`src/rtl/inert_serf.sv`:
```
// SPI serf standing in for the 6-axis inertial sensor: 16-bit frames, register map, Z-gyro sampler and INT.
// Optional block-data-update on OUTZ_L/OUTZ_H is enabled by defining INERT_SERF_BDU_EN.
module inert_serf #(
  parameter int          SMPL_CYCLES  = 1024,
  parameter logic [7:0]  WHO_AM_I_VAL = 8'h6A
) (
  input  logic               clk,
  input  logic               rst,
  input  logic               SS_n,
  input  logic               SCLK,
  input  logic               MOSI,
  output logic               MISO,
  output logic               INT,
  input  logic signed [15:0] yaw_in,
  output logic               smpl,
  output logic               gyro_en
);

  localparam int CW = $clog2(SMPL_CYCLES);

  typedef enum logic [1:0] {S_IDLE, S_CMD, S_DATA, S_DONE} state_t;
  state_t r_state, w_state_nxt;

  logic [2:0]    r_ss_sync, r_sclk_sync, r_mosi_sync;
  logic [4:0]    r_bit_cnt;
  logic [15:0]   r_shft;
  logic [7:0]    r_cmd;
  logic          r_miso;
  logic [7:0]    r_int1, r_ctrl2, r_ctrl5;
  logic [15:0]   r_outz;
  logic          r_int, r_smpl;
  logic [CW-1:0] r_smpl_cnt;

  logic       w_ss_fall, w_ss_rise, w_sclk_rise, w_sclk_fall, w_mosi;
  logic [7:0] w_cmd_nxt, w_rd_val;
  logic       w_done, w_wr_commit, w_rd26_done, w_rd27_done, w_wrap;
  logic       w_load_yaw, w_load_pend, w_int_set, w_int_clr_wr;
  logic [15:0] w_pend;

  assign w_ss_fall   =  r_ss_sync[2] & ~r_ss_sync[1];
  assign w_ss_rise   = ~r_ss_sync[2] &  r_ss_sync[1];
  assign w_sclk_rise = ~r_sclk_sync[2] &  r_sclk_sync[1];
  assign w_sclk_fall =  r_sclk_sync[2] & ~r_sclk_sync[1];
  assign w_mosi      = r_mosi_sync[2];
  assign w_cmd_nxt   = {r_shft[6:0], w_mosi};

  assign w_done       = (r_state == S_DONE) && w_ss_rise;
  assign w_wr_commit  = w_done && !r_cmd[7];
  assign w_rd26_done  = w_done && r_cmd[7] && (r_cmd[6:0] == 7'h26);
  assign w_rd27_done  = w_done && r_cmd[7] && (r_cmd[6:0] == 7'h27);
  assign w_int_clr_wr = w_wr_commit && (r_cmd[6:0] == 7'h0D) && !r_shft[1];
  assign w_wrap       = gyro_en && (r_smpl_cnt == CW'(SMPL_CYCLES - 1));

  assign MISO    = r_miso;
  assign INT     = r_int;
  assign smpl    = r_smpl;
  assign gyro_en = |r_ctrl2;

  // Sync flops reload from the pins on reset so a frame already in flight is not mistaken for a new SS_n fall.
  always_ff @(posedge clk) begin
    if (rst) begin
      r_ss_sync   <= {3{SS_n}};
      r_sclk_sync <= {3{SCLK}};
      r_mosi_sync <= '0;
    end else begin
      r_ss_sync   <= {r_ss_sync[1:0], SS_n};
      r_sclk_sync <= {r_sclk_sync[1:0], SCLK};
      r_mosi_sync <= {r_mosi_sync[1:0], MOSI};
    end
  end

  always_ff @(posedge clk) begin
    if (rst) r_state <= S_IDLE;
    else     r_state <= w_state_nxt;
  end

  always_comb begin
    w_state_nxt = r_state;
    case (r_state)
      S_IDLE: if (w_ss_fall) w_state_nxt = S_CMD;
      S_CMD: begin
        if (w_ss_rise) w_state_nxt = S_IDLE;
        else if (w_sclk_rise && r_bit_cnt == 5'd7) w_state_nxt = S_DATA;
      end
      S_DATA: begin
        if (w_ss_rise) w_state_nxt = S_IDLE;
        else if (w_sclk_rise && r_bit_cnt == 5'd15) w_state_nxt = S_DONE;
      end
      S_DONE: if (w_ss_rise) w_state_nxt = S_IDLE;
      default: w_state_nxt = S_IDLE;
    endcase
  end

  always_comb begin
    w_rd_val = 8'h00;
    case (w_cmd_nxt[6:0])
      7'h0D:   w_rd_val = r_int1;
      7'h0F:   w_rd_val = WHO_AM_I_VAL;
      7'h11:   w_rd_val = r_ctrl2;
      7'h14:   w_rd_val = r_ctrl5;
      7'h26:   w_rd_val = r_outz[7:0];
      7'h27:   w_rd_val = r_outz[15:8];
      default: w_rd_val = 8'h00;
    endcase
  end

  // On the 8th rise the command byte is latched and the read value is staged so it leads on the next fall.
  always_ff @(posedge clk) begin
    if (rst) begin
      r_bit_cnt <= '0;
      r_shft    <= '0;
      r_cmd     <= '0;
      r_miso    <= 1'b0;
    end else begin
      if (r_state == S_IDLE && w_ss_fall) begin
        r_bit_cnt <= '0;
        r_shft    <= '0;
      end else if (r_state == S_CMD && w_sclk_rise) begin
        r_bit_cnt <= r_bit_cnt + 5'd1;
        if (r_bit_cnt == 5'd7) begin
          r_cmd  <= w_cmd_nxt;
          r_shft <= {(w_cmd_nxt[7] ? w_rd_val : 8'h00), 8'h00};
        end else begin
          r_shft <= {r_shft[14:0], w_mosi};
        end
      end else if (r_state == S_DATA && w_sclk_rise) begin
        r_bit_cnt <= r_bit_cnt + 5'd1;
        r_shft    <= {r_shft[14:0], w_mosi};
      end
      if (r_state != S_DATA || w_ss_rise) r_miso <= 1'b0;
      else if (w_sclk_fall)               r_miso <= r_shft[15];
    end
  end

`ifdef INERT_SERF_BDU_EN
  logic        r_freeze, r_pend_v;
  logic [15:0] r_pend;

  assign w_pend      = r_pend;
  assign w_load_yaw  = w_wrap && (!r_freeze || w_rd27_done);
  assign w_load_pend = r_freeze && w_rd27_done && r_pend_v && !w_wrap;
  assign w_int_set   = r_int1[1] && (w_load_yaw || (r_freeze && w_rd27_done && r_pend_v));

  always_ff @(posedge clk) begin
    if (rst) begin
      r_freeze <= 1'b0;
      r_pend_v <= 1'b0;
      r_pend   <= '0;
    end else begin
      if (w_rd27_done)      r_freeze <= 1'b0;
      else if (w_rd26_done) r_freeze <= 1'b1;
      if (w_rd27_done) r_pend_v <= 1'b0;
      else if (w_wrap && r_freeze) begin
        r_pend_v <= 1'b1;
        r_pend   <= yaw_in;
      end
    end
  end
`else
  logic w_unused_rd26;
  assign w_unused_rd26 = w_rd26_done;
  assign w_pend        = '0;
  assign w_load_yaw    = w_wrap;
  assign w_load_pend   = 1'b0;
  assign w_int_set     = w_wrap && r_int1[1];
`endif

  always_ff @(posedge clk) begin
    if (rst) begin
      r_int1     <= '0;
      r_ctrl2    <= '0;
      r_ctrl5    <= '0;
      r_outz     <= '0;
      r_int      <= 1'b0;
      r_smpl     <= 1'b0;
      r_smpl_cnt <= '0;
    end else begin
      if (w_wr_commit) begin
        case (r_cmd[6:0])
          7'h0D:   r_int1  <= r_shft[7:0];
          7'h11:   r_ctrl2 <= r_shft[7:0];
          7'h14:   r_ctrl5 <= r_shft[7:0];
          default: ;
        endcase
      end
      if (!gyro_en || w_wrap) r_smpl_cnt <= '0;
      else                    r_smpl_cnt <= r_smpl_cnt + 1'b1;
      r_smpl <= w_wrap;
      if (w_load_yaw)       r_outz <= yaw_in;
      else if (w_load_pend) r_outz <= w_pend;
      // A sample landing on the 0x27 completion keeps INT set; disabling it in INT1_CTRL always wins.
      if (w_int_clr_wr)     r_int <= 1'b0;
      else if (w_int_set)   r_int <= 1'b1;
      else if (w_rd27_done) r_int <= 1'b0;
    end
  end

endmodule

```
`config.mk`:
```
export PLATFORM = sky130hd
export DESIGN_NAME = inert_serf
export DESIGN_NICKNAME = d
export VERILOG_FILES = /design/src/rtl/inert_serf.sv
export SDC_FILE = /design/constraint.sdc
export NUM_CORES = 1
export LEC_CHECK = 0
export ABC_AREA = 1
export CORE_MARGIN = 5
export CORE_UTILIZATION = 59
export CTS_CLUSTER_DIAMETER = 120
export DETAILED_ROUTE_END_ITERATION = 10
export PLACE_DENSITY = 0.82
export SLEW_MARGIN = 0
export SYNTH_ARGS = -nofsm -noshare
export SYNTH_HDL_FRONTEND = slang
export SYNTH_SLANG_ARGS = --single-unit
```
`constraint.sdc`:
```
create_clock -name clk -period 2.2 [get_ports clk]
set_clock_uncertainty 0.05 [all_clocks]
set_input_delay 0.33 -clock clk [delete_from_list [all_inputs] [get_ports clk]]
set_output_delay 0.33 -clock clk [all_outputs]
set_load 0.1 [all_outputs]
```
Yosys cells after proc, flatten, opt, wreduce, memory -nomap -nowiden
Cells that the tools add are included.
Widths: inputs -> output; s select.
- reductions and logical operators: 31
- add/sub/neg operators: 2
- eq/ne operators: 21
- multiplexer cells: 18
- bitwise gates (word level): 9
- operator list (cell ; number):
    $mux 16 ; 3
    $pmux 8 s6 ; 1
    $eq 7x5->1 const B ; 4
    $eq 7x4->1 const B ; 3
    $eq 7x6->1 const B ; 3
    $logic_and 1x1->1 ; 13
    $mux 2 ; 6
    $add 10x1->10 const B ; 1
    $eq 10x10->1 const B ; 1
    $mux 5 ; 2
    $mux 8 ; 1
    $pmux 2 s4 ; 1
    $reduce_or 2->1 ; 4
    $reduce_or 8->1 ; 1
    $mux 3 ; 2
    $ne 2x2->1 const B ; 3
    $ne 3x3->1 const B ; 2
    $reduce_and 2->1 ; 3
    $add 5x1->5 const B ; 1
    $eq 5x3->1 const B ; 1
    $eq 5x4->1 const B ; 1
    $not 1->1 ; 5
    $and 1x1->1 ; 4
    $eq 2x2->1 const B ; 2
    other kinds (8) ; 13
- flip-flop bits (word level): 93
- output and inout bits: 4
- word-level logic and storage cells: 96
- input port bits: 21

Logic depth before layout (Yosys ltp)
- depth in word-level cells: 7
- depth in mapped cells: 11
- gate-level depth less buffers: 11

Worst setup path after synthesis
OpenSTA, ideal clock, no wires.
- path kind: reg-to-reg
- from: register r_ctrl2[2]
- to: register r_outz[10]
- buffers on the path: 1
- data arrival time: 2297 ps
- slack: -216 ps
- period minus slack after synthesis: 2416 ps
- stages on the path, launching flop included: 9
- required time: 2081 ps
- setup time: 69 ps
- cells stage by stage: dfxtp_1 nor2_1 nand4_1 inv_2 nor2_8 inv_4 buf_2 nand2_1 a21oi_2
- cells in the longest elaborated chain, start to end: 2
- RTL lines (element ; RTL line ; source):
    start, declared ; 29 ; logic [7:0] r_int1, r_ctrl2, r_ctrl5;
    start signal, assigned ; 181 ; 7'h11: r_ctrl2 <= r_shft[7:0];
    $reduce_or 8->1 ; 57 ; assign gyro_en = |r_ctrl2;
    net gyro_en ; 16 ; output logic gyro_en
    $logic_and 1x1->1 ; 52 ; assign w_wrap = gyro_en && (r_smpl_cnt == CW'(SMPL_CYCLES - 1));
    end signal, assigned ; 189 ; if (w_load_yaw) r_outz <= yaw_in;
    end signal, assigned ; 190 ; else if (w_load_pend) r_outz <= w_pend;
    end, declared ; 30 ; logic [15:0] r_outz;
The timed path passes the listed nets, and every way through them passes these cells.
A chain may end at the register's enable or synchronous reset.

Final worst setup path
- from: register r_bit_cnt[0]
- to: register r_cmd[5]
- cells in the longest elaborated chain, start to end: 2
- RTL lines (element ; RTL line ; source):
    start, declared ; 25 ; logic [4:0] r_bit_cnt;
    start signal, assigned ; 119 ; r_bit_cnt <= r_bit_cnt + 5'd1;
    start signal, assigned ; 127 ; r_bit_cnt <= r_bit_cnt + 5'd1;
    $eq 5x3->1 ; 120 ; if (r_bit_cnt == 5'd7) begin
    $reduce_and 3->1 (no line) ; -- ;
    end signal, assigned ; 121 ; r_cmd <= w_cmd_nxt;
    end, declared ; 27 ; logic [7:0] r_cmd;
Every way passes these cells.

==> metrics.md <==
| Metric | Value |
|---|---|
| Detail Placement HPWL | `6666 um` |
| Port bufs | `24` |
| Syn Inst Count | `571` |
| Postcts setup bufs | `0` |
| Switch share | `0.2875` |
| Total grt overflow | `0` |
| Outcome | `finished clean` |
| Final hold vios | `0` |
| Pre-Repair DR Iteration Count | `5` |
| CP max stage cell | `dfxtp_1` |
| Maxcap violations | `0` |
| Post-route ant nets | `0` |
| # placed instances | `681` |
| Total die area | `9016 um2` |
| Antenna violations before repair | `0` |
| Hold path start | `r_mosi_sync[1]$_SDFF_PP0_` |
| WL/cell | `13.12 um` |
| CTS tree | `built` |
| Min cycle time layout | `1902 ps` |
| Switch Pwr | `0.9360 mW` |
| CTS buffer count | `9` |
| Number of vias per cell | `5.341` |
| Slew Limit Fails | `0` |
| Drc violations | `0` |
| Layout fillers | `646` |
| Placer Congestion | `0.8793` |
| Area occupied by registers | `1862 um2` |
| Global-route wire length before repair | `15,850 um` |
| Net Count, Synth | `595` |
| CP required | `~2400 ps` |
| Clock tree sinks | `93` |
| Mapped Area | `around 4300 um2` |
| Vias | `roughly 3,700` |
| Pint | `2.319 mW` |
| Total GRT Usage | `0.2222` |
| Post-cts resize count | `0` |
| H-tree Lvls | `3` |
| Iter 0 DRT Violations | `221` |
| Critical path's top delay family | `simple AND/OR/NAND/NOR gates` |
| CORE AREA | `7137 um2` |
| Multi-input gate area | `2044 um2` |
| Sequential share of power | `0.548` |
| Seq/Total Area, Yosys | `0.4373` |
| Worst Hold Depth | `2` |
| Max rail drop VDD | `0.0005467 V` |
| Max FO, Critical Path | `21` |
| WHS | `around 370 ps` |
| Max clock buf depth | `2` |
| Comb pwr share | `0.102` |
| Fin Setup TNS | `0 ps` |
| Commonest non-fill, non-tap cells in the layout | `nand2_1 (103), dfxtp_1 (93), a21oi_1 (65)` |
| Antenna Cells | `0` |
| Yosys warns | `0` |
| R2r startpoint | `r_bit_cnt[0]$_SDFFE_PP0P_` |
| Bufs and invs on worst path | `1` |
| DIE HEIGHT | `94.95 um` |
| Critical path class | `flip-flop to flip-flop` |
| Setup Viol. Count Final | `0` |
| Io pins | `25` |
| Routed WL | `9142 um` |
| Setup crit start kind | `flip-flop` |
| Avg Cell Area, Syn | `between 7 and 8 um2` |
| Reg-to-reg setup timing slack | `300 ps` |
| Power Density | `686.5 nW/um2` |
| Crit path DAT | `2120 ps` |
| Final period utilization | `0.8646` |
| Worst Tran Pin Value | `approximately 420 ps` |
| Vias in the first global route | `around 3,500` |
| Unrepaired setup endpoints after global routing | `false` |
| Worst hold-check path type | `flip-flop to flip-flop` |
| Starting Density | `0.5966` |
| Endpoint, Worst Hold | `r_mosi_sync[2]$_SDFF_PP0_` |
| Pleak | `1.854 nW` |
| #FFs+latches synth | `93` |
| Area grow syn2layout | `11.37%` |
| Layout cell share with drive strength beyond 1 | `0.1488` |
| Post-synth EDFFs | `0` |
| Largest net degree at the start of global routing | `27` |
| Ys async rst share | `0` |
| Row count | `31` |
| Reg2Reg Depth | `7` |
| Reg2reg end | `r_cmd[5]$_SDFFE_PP0P_` |
| DIE WIDTH | `94.95 um` |
| Skew-Pair Late Insertion Delay | `between 300 and 400 ps` |
| Count of cell types in the netlist | `41` |
| Commonest non-fill, non-tap cell in the layout | `nand2_1` |
| Final #Nets | `617` |
| Crit path largest cell delay | `440 ps` |
| Critical-path cell list | `ha_1, nand2_1, nor3_2, nand3_4, buf_4, o21ai_0, a21oi_1` |
| Clock network fraction of design power | `0.350` |
| Achievable Freq | `525.8 MHz` |
| CTS Root Cell | `clkbuf_8` |
| CTS clk-pin slew, worst paths | `approximately 110 ps` |
| Crit. End Element | `flip-flop` |
| Post-route insts no fill | `697` |
| Hold Buf Count CTS | `0` |
| Top_reg_cell synth | `dfxtp_1` |
| Tot Pwr | `around 3.3 mW` |
| Worst rel slew slack | `0.7167` |
[final cells by class]
class | instances | area share
Multi-Input combinational cell | 400 | 0.4311
Sequential cell | 93 | 0.3926
Timing Repair Buffer | 34 | 0.06438
Inverter | 55 | 0.04406
Clock buffer | 9 | 0.02612
Tap cell | 99 | 0.02612
Clock inverter | 7 | 0.01557
[sequential cells by signal, indices dropped and copies added, names as in the netlist, 5 cells and up]
register and flops:
r_bit_cnt 5, r_cmd 8, r_ctrl2 8, r_ctrl5 8, r_int1 8, r_outz 16, r_shft 16, r_smpl_cnt 10
[per-stage QoR]
step / area [um2] / util / setup slack (ps)
floorplan: 4272 / - / -145.1
global placement: 4544 / 0.6367 / 397.0
detailed placement: 4544 / 0.6367 / 374.4
CTS: 4742 / 0.6644 / 355.6
global route: 4742 / 0.6644 / 198.1
finish: 4742 / 0.6644 / 298.0
[power groups by stage]
stage | Clock (mW) | Sequential (mW) | Combinational (mW)
3_5_place_dp | 0 | 1.82 | 0.328
3_3_place_gp | 0 | 1.82 | 0.315
6_report | 1.14 | 1.78 | 0.333
5_1_grt | 1.23 | 1.79 | 0.371
4_1_cts | 1.16 | 1.78 | 0.330
2_1_floorplan | 0 | 1.81 | 0.236
[layer usage]
metal	part of all wire	wire [um]	vias up	track usage
li1	-	-	1915	-
met1	0.46	4243	1706	0.2873
met2	0.47	4308	83	0.3641
met3	0.044	403	19	0.05657
met4	0.020	186	0	0.06851
met5	0	0	-	0
[Yosys cell counts (all sizes together) (3+ instances only)]
cell type / count / area share
nand2: 121 / 0.12
dfxtp: 93 / 0.44
a21oi: 75 / 0.097
nor2: 69 / 0.078
inv: 53 / 0.047
nand3: 53 / 0.068
o21ai: 51 / 0.060
buf: 13 / 0.026
clkbuf: 10 / 0.0088
nand4: 7 / 0.014
nor3: 5 / 0.0097
ha: 3 / 0.0088
[logic make-up (layout without fill, tap and decap cells)]
family | after synthesis | after routing | synth area share
AOI/OAI and AO/OA | 131 | 131 | 0.1657
xor gates and xnor gates | 4 | 4 | 0.008230
adders and majority gates | 3 | 3 | 0.008817
buffers and inverters | 78 | 105 | 0.08434
DFF | 93 | 93 | 0.4373
and+or+nand+nor | 262 | 262 | 0.2956
[worst reg2reg max path, stage by stage, from the launching register on]
cell     delay, ps
dfxtp_1        440
ha_1           200
nand2_1         90
nor3_2         260
nand3_4        230
buf_4          260
o21ai_0        200
a21oi_1         60
[how the worst max path moves through the flow]
stage / startpoint / cells after the start / end / slack [ps]
after detailed placement: r_bit_cnt[0]$_SDFFE_PP0P_ / 7 / r_cmd[5]$_SDFFE_PP0P_ / 370
after floorplan: r_ctrl2[5]$_SDFFE_PP0P_ / 4 / r_smpl_cnt[3]$_SDFF_PP0_ / -150
after CTS: r_bit_cnt[0]$_SDFFE_PP0P_ / 7 / r_cmd[5]$_SDFFE_PP0P_ / 360
after global routing: r_bit_cnt[0]$_SDFFE_PP0P_ / 10 / r_state[0]$_SDFFE_PP0P_ / 200
final: r_bit_cnt[0]$_SDFFE_PP0P_ / 7 / r_cmd[5]$_SDFFE_PP0P_ / 300
after global placement: r_bit_cnt[0]$_SDFFE_PP0P_ / 7 / r_cmd[4]$_SDFFE_PP0P_ / 400
Note: power is estimated with default switching activity, not from simulation.
